### src/rtl/fault_scan_reporter_if.sv
// Card-side bundle for one fault scan reporter: fault levels and the first-out clear
// go in; the serial frame, its status strobes and the first-out capture come out.
interface fault_scan_reporter_if #(
  parameter int N_FAULTS = 8
);
  logic [N_FAULTS-1:0] fault_in;
  logic                clear_req;
  logic                ser_tx;
  logic                tx_busy;
  logic                frame_done;
  logic                first_out_valid;
  logic [3:0]          first_out_idx;

  modport master (
    output fault_in, clear_req,
    input  ser_tx, tx_busy, frame_done, first_out_valid, first_out_idx
  );

  modport slave (
    input  fault_in, clear_req,
    output ser_tx, tx_busy, frame_done, first_out_valid, first_out_idx
  );
endinterface

### src/rtl/fault_scan_reporter.sv
// Reader end of one RPSC fault card: synchronises the latched fault lines, holds the
// first-out fault, and sends each change of fault status as a start/data/parity/stop frame.
module fault_scan_reporter #(
  parameter int N_FAULTS    = 8,
  parameter int BIT_DIV     = 16,
  parameter int SYNC_STAGES = 2
) (
  input  logic                    clk,
  input  logic                    reset,
  fault_scan_reporter_if.slave    bus
);

  localparam int              DW       = $clog2(BIT_DIV);
  localparam logic [DW-1:0]   LAST_DIV = DW'(BIT_DIV - 1);
  localparam logic [3:0]      LAST_BIT = 4'(N_FAULTS - 1);

  typedef enum logic [2:0] {
    IDLE,
    LOAD,
    START,
    DATA,
    PARITY,
    STOP
  } state_t;

  // Synchroniser
  logic [N_FAULTS-1:0] sync_q [SYNC_STAGES];
  logic [N_FAULTS-1:0] fault_s;

  // NOTE: sequential state is written with non-blocking assignments so every flop
  // samples the pre-edge value of its neighbour; blocking here would collapse the chain.
  always_ff @(posedge clk or negedge reset) begin
    if (!reset) begin
      for (int i = 0; i < SYNC_STAGES; i++) sync_q[i] <= '0;
    end else begin
      sync_q[0] <= bus.fault_in;
      for (int i = 1; i < SYNC_STAGES; i++) sync_q[i] <= sync_q[i-1];
    end
  end

  assign fault_s = sync_q[SYNC_STAGES-1];

  // First-out capture
  function automatic logic [3:0] lowest_idx(input logic [N_FAULTS-1:0] v);
    logic [3:0] idx;
    idx = '0;
    for (int i = N_FAULTS - 1; i >= 0; i--) begin
      if (v[i]) idx = 4'(i);
    end
    return idx;
  endfunction

  logic       fo_valid_q;
  logic [3:0] fo_idx_q;

  // A clear in the same cycle as a pending capture wins; recapture follows next clk.
  always_ff @(posedge clk or negedge reset) begin
    if (!reset) begin
      fo_valid_q <= 1'b0;
      fo_idx_q   <= '0;
    end else if (bus.clear_req) begin
      fo_valid_q <= 1'b0;
      fo_idx_q   <= '0;
    end else if (!fo_valid_q && (fault_s != '0)) begin
      fo_valid_q <= 1'b1;
      fo_idx_q   <= lowest_idx(fault_s);
    end
  end

  // Frame transmitter
  state_t              state_q, state_d;
  logic [DW-1:0]       div_q, div_d;
  logic [3:0]          bit_q, bit_d;
  logic [N_FAULTS-1:0] shreg_q, shreg_d;
  logic                parity_q, parity_d;
  logic [N_FAULTS-1:0] last_sent_q, last_sent_d;
  logic                ser_q, ser_d;
  logic                busy_q, busy_d;
  logic                done_q, done_d;
  logic                bit_end;

  // NOTE: the frame registers are ordinary control state, not a memory array, so they
  // are all reset; last_sent clearing to zero is what forces a fresh frame after reset.
  always_ff @(posedge clk or negedge reset) begin
    if (!reset) begin
      state_q     <= IDLE;
      div_q       <= '0;
      bit_q       <= '0;
      shreg_q     <= '0;
      parity_q    <= 1'b0;
      last_sent_q <= '0;
      ser_q       <= 1'b1;
      busy_q      <= 1'b0;
      done_q      <= 1'b0;
    end else begin
      state_q     <= state_d;
      div_q       <= div_d;
      bit_q       <= bit_d;
      shreg_q     <= shreg_d;
      parity_q    <= parity_d;
      last_sent_q <= last_sent_d;
      ser_q       <= ser_d;
      busy_q      <= busy_d;
      done_q      <= done_d;
    end
  end

  assign bit_end = (div_q == LAST_DIV);

  // NOTE: every signal written below gets its hold value first, so no path through
  // the case statement can leave one unassigned and infer a latch.
  always_comb begin
    state_d     = state_q;
    div_d       = div_q;
    bit_d       = bit_q;
    shreg_d     = shreg_q;
    parity_d    = parity_q;
    last_sent_d = last_sent_q;

    unique case (state_q)
      IDLE: begin
        div_d = '0;
        if (fault_s != last_sent_q) state_d = LOAD;
      end
      LOAD: begin
        shreg_d     = fault_s;
        parity_d    = ^fault_s;
        last_sent_d = fault_s;
        bit_d       = '0;
        div_d       = '0;
        state_d     = START;
      end
      START: begin
        div_d = bit_end ? '0 : div_q + 1'b1;
        if (bit_end) state_d = DATA;
      end
      DATA: begin
        div_d = bit_end ? '0 : div_q + 1'b1;
        if (bit_end) begin
          if (bit_q == LAST_BIT) begin
            state_d = PARITY;
          end else begin
            bit_d   = bit_q + 1'b1;
            shreg_d = shreg_q >> 1;
          end
        end
      end
      PARITY: begin
        div_d = bit_end ? '0 : div_q + 1'b1;
        if (bit_end) state_d = STOP;
      end
      STOP: begin
        div_d = bit_end ? '0 : div_q + 1'b1;
        if (bit_end) state_d = IDLE;
      end
      default: begin
        state_d = IDLE;
        div_d   = '0;
      end
    endcase
  end

  // Line level and status are decoded from the next state so they leave a flop.
  always_comb begin
    ser_d = 1'b1;
    unique case (state_d)
      START:   ser_d = 1'b0;
      DATA:    ser_d = shreg_d[0];
      PARITY:  ser_d = parity_d;
      default: ser_d = 1'b1;
    endcase
    busy_d = (state_d == START) || (state_d == DATA) ||
             (state_d == PARITY) || (state_d == STOP);
    done_d = (state_d == STOP) && (div_d == LAST_DIV);
  end

  assign bus.ser_tx          = ser_q;
  assign bus.tx_busy         = busy_q;
  assign bus.frame_done      = done_q;
  assign bus.first_out_valid = fo_valid_q;
  assign bus.first_out_idx   = fo_idx_q;

endmodule
### src/flat_wrapper.sv
// flat-port wrapper written by rule: the top's interface ports become plain ports
module fault_scan_reporter_flat 
#(
  parameter int N_FAULTS    = 8,
  parameter int BIT_DIV     = 16,
  parameter int SYNC_STAGES = 2
)
  (clk, reset, bus_fault_in, bus_clear_req, bus_ser_tx, bus_tx_busy, bus_frame_done, bus_first_out_valid, bus_first_out_idx);
  fault_scan_reporter_if #(.N_FAULTS(N_FAULTS)) bus_i ();
  input  logic clk;
  input  logic reset;
  input wire logic [$bits(bus_i.fault_in)-1:0] bus_fault_in;
  input wire logic [$bits(bus_i.clear_req)-1:0] bus_clear_req;
  output wire logic [$bits(bus_i.ser_tx)-1:0] bus_ser_tx;
  output wire logic [$bits(bus_i.tx_busy)-1:0] bus_tx_busy;
  output wire logic [$bits(bus_i.frame_done)-1:0] bus_frame_done;
  output wire logic [$bits(bus_i.first_out_valid)-1:0] bus_first_out_valid;
  output wire logic [$bits(bus_i.first_out_idx)-1:0] bus_first_out_idx;
  assign bus_i.fault_in = bus_fault_in;
  assign bus_i.clear_req = bus_clear_req;
  assign bus_ser_tx = bus_i.ser_tx;
  assign bus_tx_busy = bus_i.tx_busy;
  assign bus_frame_done = bus_i.frame_done;
  assign bus_first_out_valid = bus_i.first_out_valid;
  assign bus_first_out_idx = bus_i.first_out_idx;
  fault_scan_reporter #(.N_FAULTS(N_FAULTS), .BIT_DIV(BIT_DIV), .SYNC_STAGES(SYNC_STAGES)) u_core (.clk(clk), .reset(reset), .bus(bus_i));
endmodule
### config.mk
export PLATFORM = sky130hd
export DESIGN_NAME = fault_scan_reporter_flat
export DESIGN_NICKNAME = d
export VERILOG_FILES = /design/src/rtl/fault_scan_reporter_if.sv /design/src/rtl/fault_scan_reporter.sv /design/src/flat_wrapper.sv
export SDC_FILE = /design/constraint.sdc
export NUM_CORES = 1
export LEC_CHECK = 0
export BUFFER_PORTS_ARGS = -buffer_cell sky130_fd_sc_hd__clkbuf_2
export CAP_MARGIN = 40
export CORE_UTILIZATION = 60
export DETAILED_ROUTE_END_ITERATION = 16
export GPL_ROUTABILITY_DRIVEN = 1
export PLACE_DENSITY = 0.84
export SYNTH_ARGS = -nofsm -noshare
export SYNTH_HDL_FRONTEND = slang
export SYNTH_SLANG_ARGS = --single-unit
### constraint.sdc
create_clock -name clk -period 2.65 [get_ports clk]
set_input_delay 0.53 -clock clk [delete_from_list [all_inputs] [get_ports clk]]
set_output_delay 0.53 -clock clk [all_outputs]
set_load 0.05 [all_outputs]
---- After elaboration in Yosys (flattened, before gate mapping) ----
Index checks and enable logic that the tools add are counted.
cells by class
  equality and inequality tests ........... 15
  $lt $le $gt $ge ......................... 0
  div/mod/pow operators ................... 0
  shift operators ......................... 0
  mux-type cells .......................... 29
  reductions and logical operators ........ 13
  $mul .................................... 0
  add/subtract/negate cells ............... 2
  bitwise gates (word level) .............. 0
operator list
  operator                                                                 number
  3-bit two-way mux                                                        14
  4-bit two-way mux                                                        6
  3-bit case mux with 6 select lines                                       1
  8-bit two-way mux                                                        2
  8-bit case mux with 2 select lines                                       1
  3-bit by 2-bit equality test with 1-bit output, second input constant    4
  3-bit equality test, second input constant                               4
  4-bit by 1-bit adder with 4-bit output, second input constant            2
  4-bit equality test, second input constant                               2
  8-bit inequality test                                                    1
  4-bit case mux with 2 select lines                                       1
  8-bit nonzero test                                                       1
  8-bit parity                                                             1
  4-bit by 3-bit equality test with 1-bit output, second input constant    1
  2-bit nonzero test                                                       2
  4-bit OR reduction                                                       1
  3-bit by 1-bit equality test with 1-bit output, second input constant    1
  3-bit zero test                                                          1
  1-bit logical OR                                                         3
  1-bit two-way mux                                                        3
  1-bit case mux with 3 select lines                                       1
  3-bit AND reduction                                                      1
  1-bit logical AND                                                        2
  2-bit by 1-bit inequality test with 1-bit output, second input constant  1
  2 further kinds                                                          2
storage, ports and cells
  memory bits (read-only) ................. 0
  output and inout port bits .............. 8
  input port bits ......................... 11
  bits in latches ......................... 0
  memories ................................ 0
  word-level logic and storage cells ...... 73
  bits in registers ....................... 52
  RAM bits ................................ 0

---- Longest topological paths before layout ----
  word-level depth ........................ 10
  depth in mapped cells ................... 8
  depth with buffers taken out ............ 8

---- Worst setup path after synthesis ----
No wires, ideal clock.
  path type ............................... reg-to-reg
  start point ............................. reg u_core.sync_q, in the netlist u_core.fault_s[4]
  end point ............................... reg u_core.ser_q, in the netlist u_core.bus.ser_tx
  data required time ...................... 2573 ps
  clock period less this slack ............ 1586 ps
  path buffers ............................ 0
  setup slack ............................. 1064 ps
  stages on the path, launching flop included .. 9
  arrival ................................. 1509 ps
  library setup time ...................... 77 ps
  cell sequence ........................... dfrtp_1 -> inv_1 -> ha_1 -> xnor2_1 -> xnor2_1 -> a21oi_1 -> nor3_1 -> a21oi_1 -> a21o_1
on the way
  elaborated cells on any way between the ends .. 9
  those cells by class .................... 4 x eq/ne; 4 x mux; 1 x reduce/logical
RTL lines
  item                                RTL line                    RTL
  start: declaration                  fault_scan_reporter.sv:27   logic [N_FAULTS-1:0] sync_q [SYNC_STAGES];
  8-bit parity                        fault_scan_reporter.sv:127  parity_d = ^fault_s;
  1-bit two-way mux                   fault_scan_reporter.sv:120  unique case (state_q)
  net u_core.parity_d                 fault_scan_reporter.sv:75   logic parity_q, parity_d;
  1-bit case mux with 3 select lines  fault_scan_reporter.sv:166  unique case (state_d)
  net u_core.ser_d                    fault_scan_reporter.sv:77   logic ser_q, ser_d;
  end signal: assignment              fault_scan_reporter.sv:102  ser_q <= ser_d;
  end: declaration                    fault_scan_reporter.sv:77
The timed path passes the listed nets, and every way through them passes these cells.
A chain may end at the register's enable or synchronous reset.

---- Worst setup path in the final report ----
  start point ............................. reg u_core.state_q[1]
  end point ............................... reg u_core.last_sent_q[4]
on the way
  word-level cells in the longest chain between the ends .. 1
ends and longest elaborated chain
  item                                            RTL line                    RTL
  start: declaration                              fault_scan_reporter.sv:71   state_t state_q, state_d;
  start signal: assignment                        fault_scan_reporter.sv:96   state_q <= state_d;
  3-bit by 1-bit equality test with 1-bit output  fault_scan_reporter.sv:120
  end signal: assignment                          fault_scan_reporter.sv:101  last_sent_q <= last_sent_d;
  end: declaration                                fault_scan_reporter.sv:76   logic [N_FAULTS-1:0] last_sent_q, last_sent_d;
Every way passes these cells.

==> results.cfg <==
[pwr]
p_int_uw = 1230
p_per_area_nw_per_um2 = 772
seqPwrFrac_pct = 59.7
p_leak_uw = 0.00112
ir_drop_mv = 0.537
p_sw_uw = 575
p_comb_share_pct = 22.0
netSwitchingFraction_pct = 31.8
power.share.clock_pct = 18.3

[setup_path]
reg2reg_slack_ns = 0.64
reg2regPathDepth = 3
crit_path_start_kind = register
critPathMaxFanout = 12
required_ns = 2.90
crit_type = reg2reg
r2r-end = u_core.last_sent_q[4]
worstSetupEndpointType = register
cp.arrival_ns = 2.26
r2r_start = u_core.state_q[1]

[synth]
ys_seq_area_share_pct = 58.9
yosysMostFrequentCell = dfrtp_1
avgSynthCellArea_um2 = 11.9
synthFlopType = dfrtp_1
synth_edf_count = 0
synth.net_count = 203
synth_common_cells = dfrtp_1, nor2_1, nand2_1
synthArstFlopShare_pct = 100
synth_top_area_share_pct = 57.7
netlist_area_um2 = 2170
synth_seq_cells = 51
synthCells = 183
synth.area.top_cells = dfrtp_1, ha_1, xor2_1
synth_cell_type_count = 38
synth_top_cell_by_area = dfrtp_1
yosysWarnings = 0

[timing]
tightest_slew_ns = 0.788
clock_skew_ns = 0.0122
final.min_clock_period_ns = 2.01
fin_ws_ns = 0.644
finalSetupViolCount = 0
rsz0062_at_grt = false
drv_slew = 0
final_hold_viol_count = 0
relSlewSlack_pct = 47.2
holdWs_ns = 0.102
setup-tns-final_ns = 0
min_period_over_period_pct = 75.7
max_freq_mhz = 498

[route]
wl_met2_um = 2020
post_drt_wl_per_cell_um = 15.6
route.antenna.remaining_nets = 0
dr.pass1.iters = 6
via_count = 1447
remaining_drc_errors = 0
via_per_inst = 5.76
routed-wl-met3_um = 172
drt_iter0_markers = 112
wl_met1_um = 1640
top_layer = met4
drt_wl_total_um = 3920

[global_route]
grt_first_pass_wirelength_um = 6720
grt_max_degree = 32
antenna_found_initial = 0
grt_pass1_vias = 1486
gr-total-overflow = 0
grt_use_total_pct = 23.2

[placement]
portBuffers = 17
pre_cts_slack_ns = 0.658
dp_hpwl_um = 2930
gp_congestion = 0.827
numPlacedInstances = 243
placed_cell_area_um2 = 2290

[cells_and_area]
final_cells = 251
diodes = 0
drive_above_1_share_pct = 18.5
design_area_um2 = 2340
syn2layout_area_growth_pct = 7.96
fin_nets = 224

[floorplan]
die_w_um = 62.1
die_h_um = 62.1
placementRows = 21
io_pins = 19
core-area_um2 = 3390
initial_core_util_pct = 64.0
fp.dieArea_um2 = 3860

[clocking]
clockRootBuffer = clkbuf_4
post_cts_buffers = 0
cts_buffer_depth = 2
holdBufCountCts = 0
clkTransAtPathRegs_ns = 0.14
htreeDepth = 2
cts_resized = 0
insertion_delay_ns = 0.36
cts-buffers-inserted = 5
cts.sinks = 51
cts_tree = done

[run_status]
outcome = complete, no violations

[hold_path]
hold_class = in2async

[flow_run]
cap_violations = 0
==> metrics by stage <==
stage | util (%) | power [µW]
floorplan | - | 1370
global placement | 67.5 | 1450
detailed placement | 67.5 | 1490
CTS | 69.1 | 1810
global route | 69.1 | 1920
finish | 69.1 | 1810
==> worst max-delay path by stage <==
stage	from	to	cells after the start	slack [ns]
floorplan	u_core.fault_s[4]	u_core.bus.ser_tx	8	1.06
global placement	u_core.state_q[1]	u_core.last_sent_q[5]	3	0.78
detailed placement	u_core.state_q[1]	u_core.last_sent_q[4]	3	0.66
CTS	u_core.state_q[1]	u_core.last_sent_q[4]	3	0.64
global route	u_core.state_q[1]	u_core.last_sent_q[5]	3	0.51
finish	u_core.state_q[1]	u_core.last_sent_q[4]	3	0.64
==> cell usage in the layout (no fill, tap or decap), types with 2 or more instances in the layout <==
cell and n:
dfrtp_1 50, nor2_1 17, clkbuf_2 17, nand2_1 16, xor2_1 11, inv_1 9, ha_1 9, a22oi_1 8
mux2_2 8, a21oi_1 6, clkbuf_4 5, nand4_1 4, xnor2_1 4, nor4_1 3, nand3_1 3, nor3_1 3
nand3b_1 2, nor2b_1 2, o21ai_0 2, a21o_1 2, a311oi_1 2, nand2b_1 2, buf_4 2
==> logic make-up after synthesis <==
group,count (synthesis),share of synthesized area [%]
fa+ha+maj,9,5.19
simple gates,58,13.1
buf+inv,14,3.34
compound gates,26,8.54
mux,9,4.67
other cells,1,0.173
flops,51,58.9
xor+xnor,15,6.06
==> state kept, by name (all words and copies together) (netlist names) <==
register and count:
u_core.state_q 3, u_core.bit_q 4, u_core.bus.first_out_idx 3, u_core.shreg_q 8
u_core.bus.ser_tx 1, u_core.bus.first_out_valid 1, u_core.bus.tx_busy 1, u_core.parity_q 1
u_core.last_sent_q 8, u_core.bus.frame_done 1, u_core.sync_q 8, u_core.div_q 4
u_core.fault_s 8
==> power groups by stage <==
stage / registers (µW) / logic [µW] / clock network [µW]
after global placement: 1080 / 372 / 0
after CTS: 1080 / 399 / 337
after detailed placement: 1090 / 398 / 0
after floorplan: 1090 / 283 / 0
after global routing: 1100 / 454 / 366
final: 1080 / 399 / 330
==> final cells by class <==
class                      instances  area, µm²
tap                               46       57.6
fill                             238       1050
timing repair buffer              19        100
sequential                        51       1280
inverter                           9       33.8
multi-input combinational        118        820
clock inverter                     2       12.5
clock buffer                       6       41.3
==> critical path, stage by stage, from the launching register on <==
cell and delay, ns:
dfrtp_1 0.50, nor3b_2 0.70, buf_4 0.33, mux2_2 0.36
==> metal layers <==
layer / track usage (%) / up-vias
met1: 27.9 / 732
met5: 0 / -
met2: 38.3 / 39
met4: 14.0 / 0
met3: 4.96 / 8
li1: - / 668
Note: power is estimated with default switching activity, not from simulation.
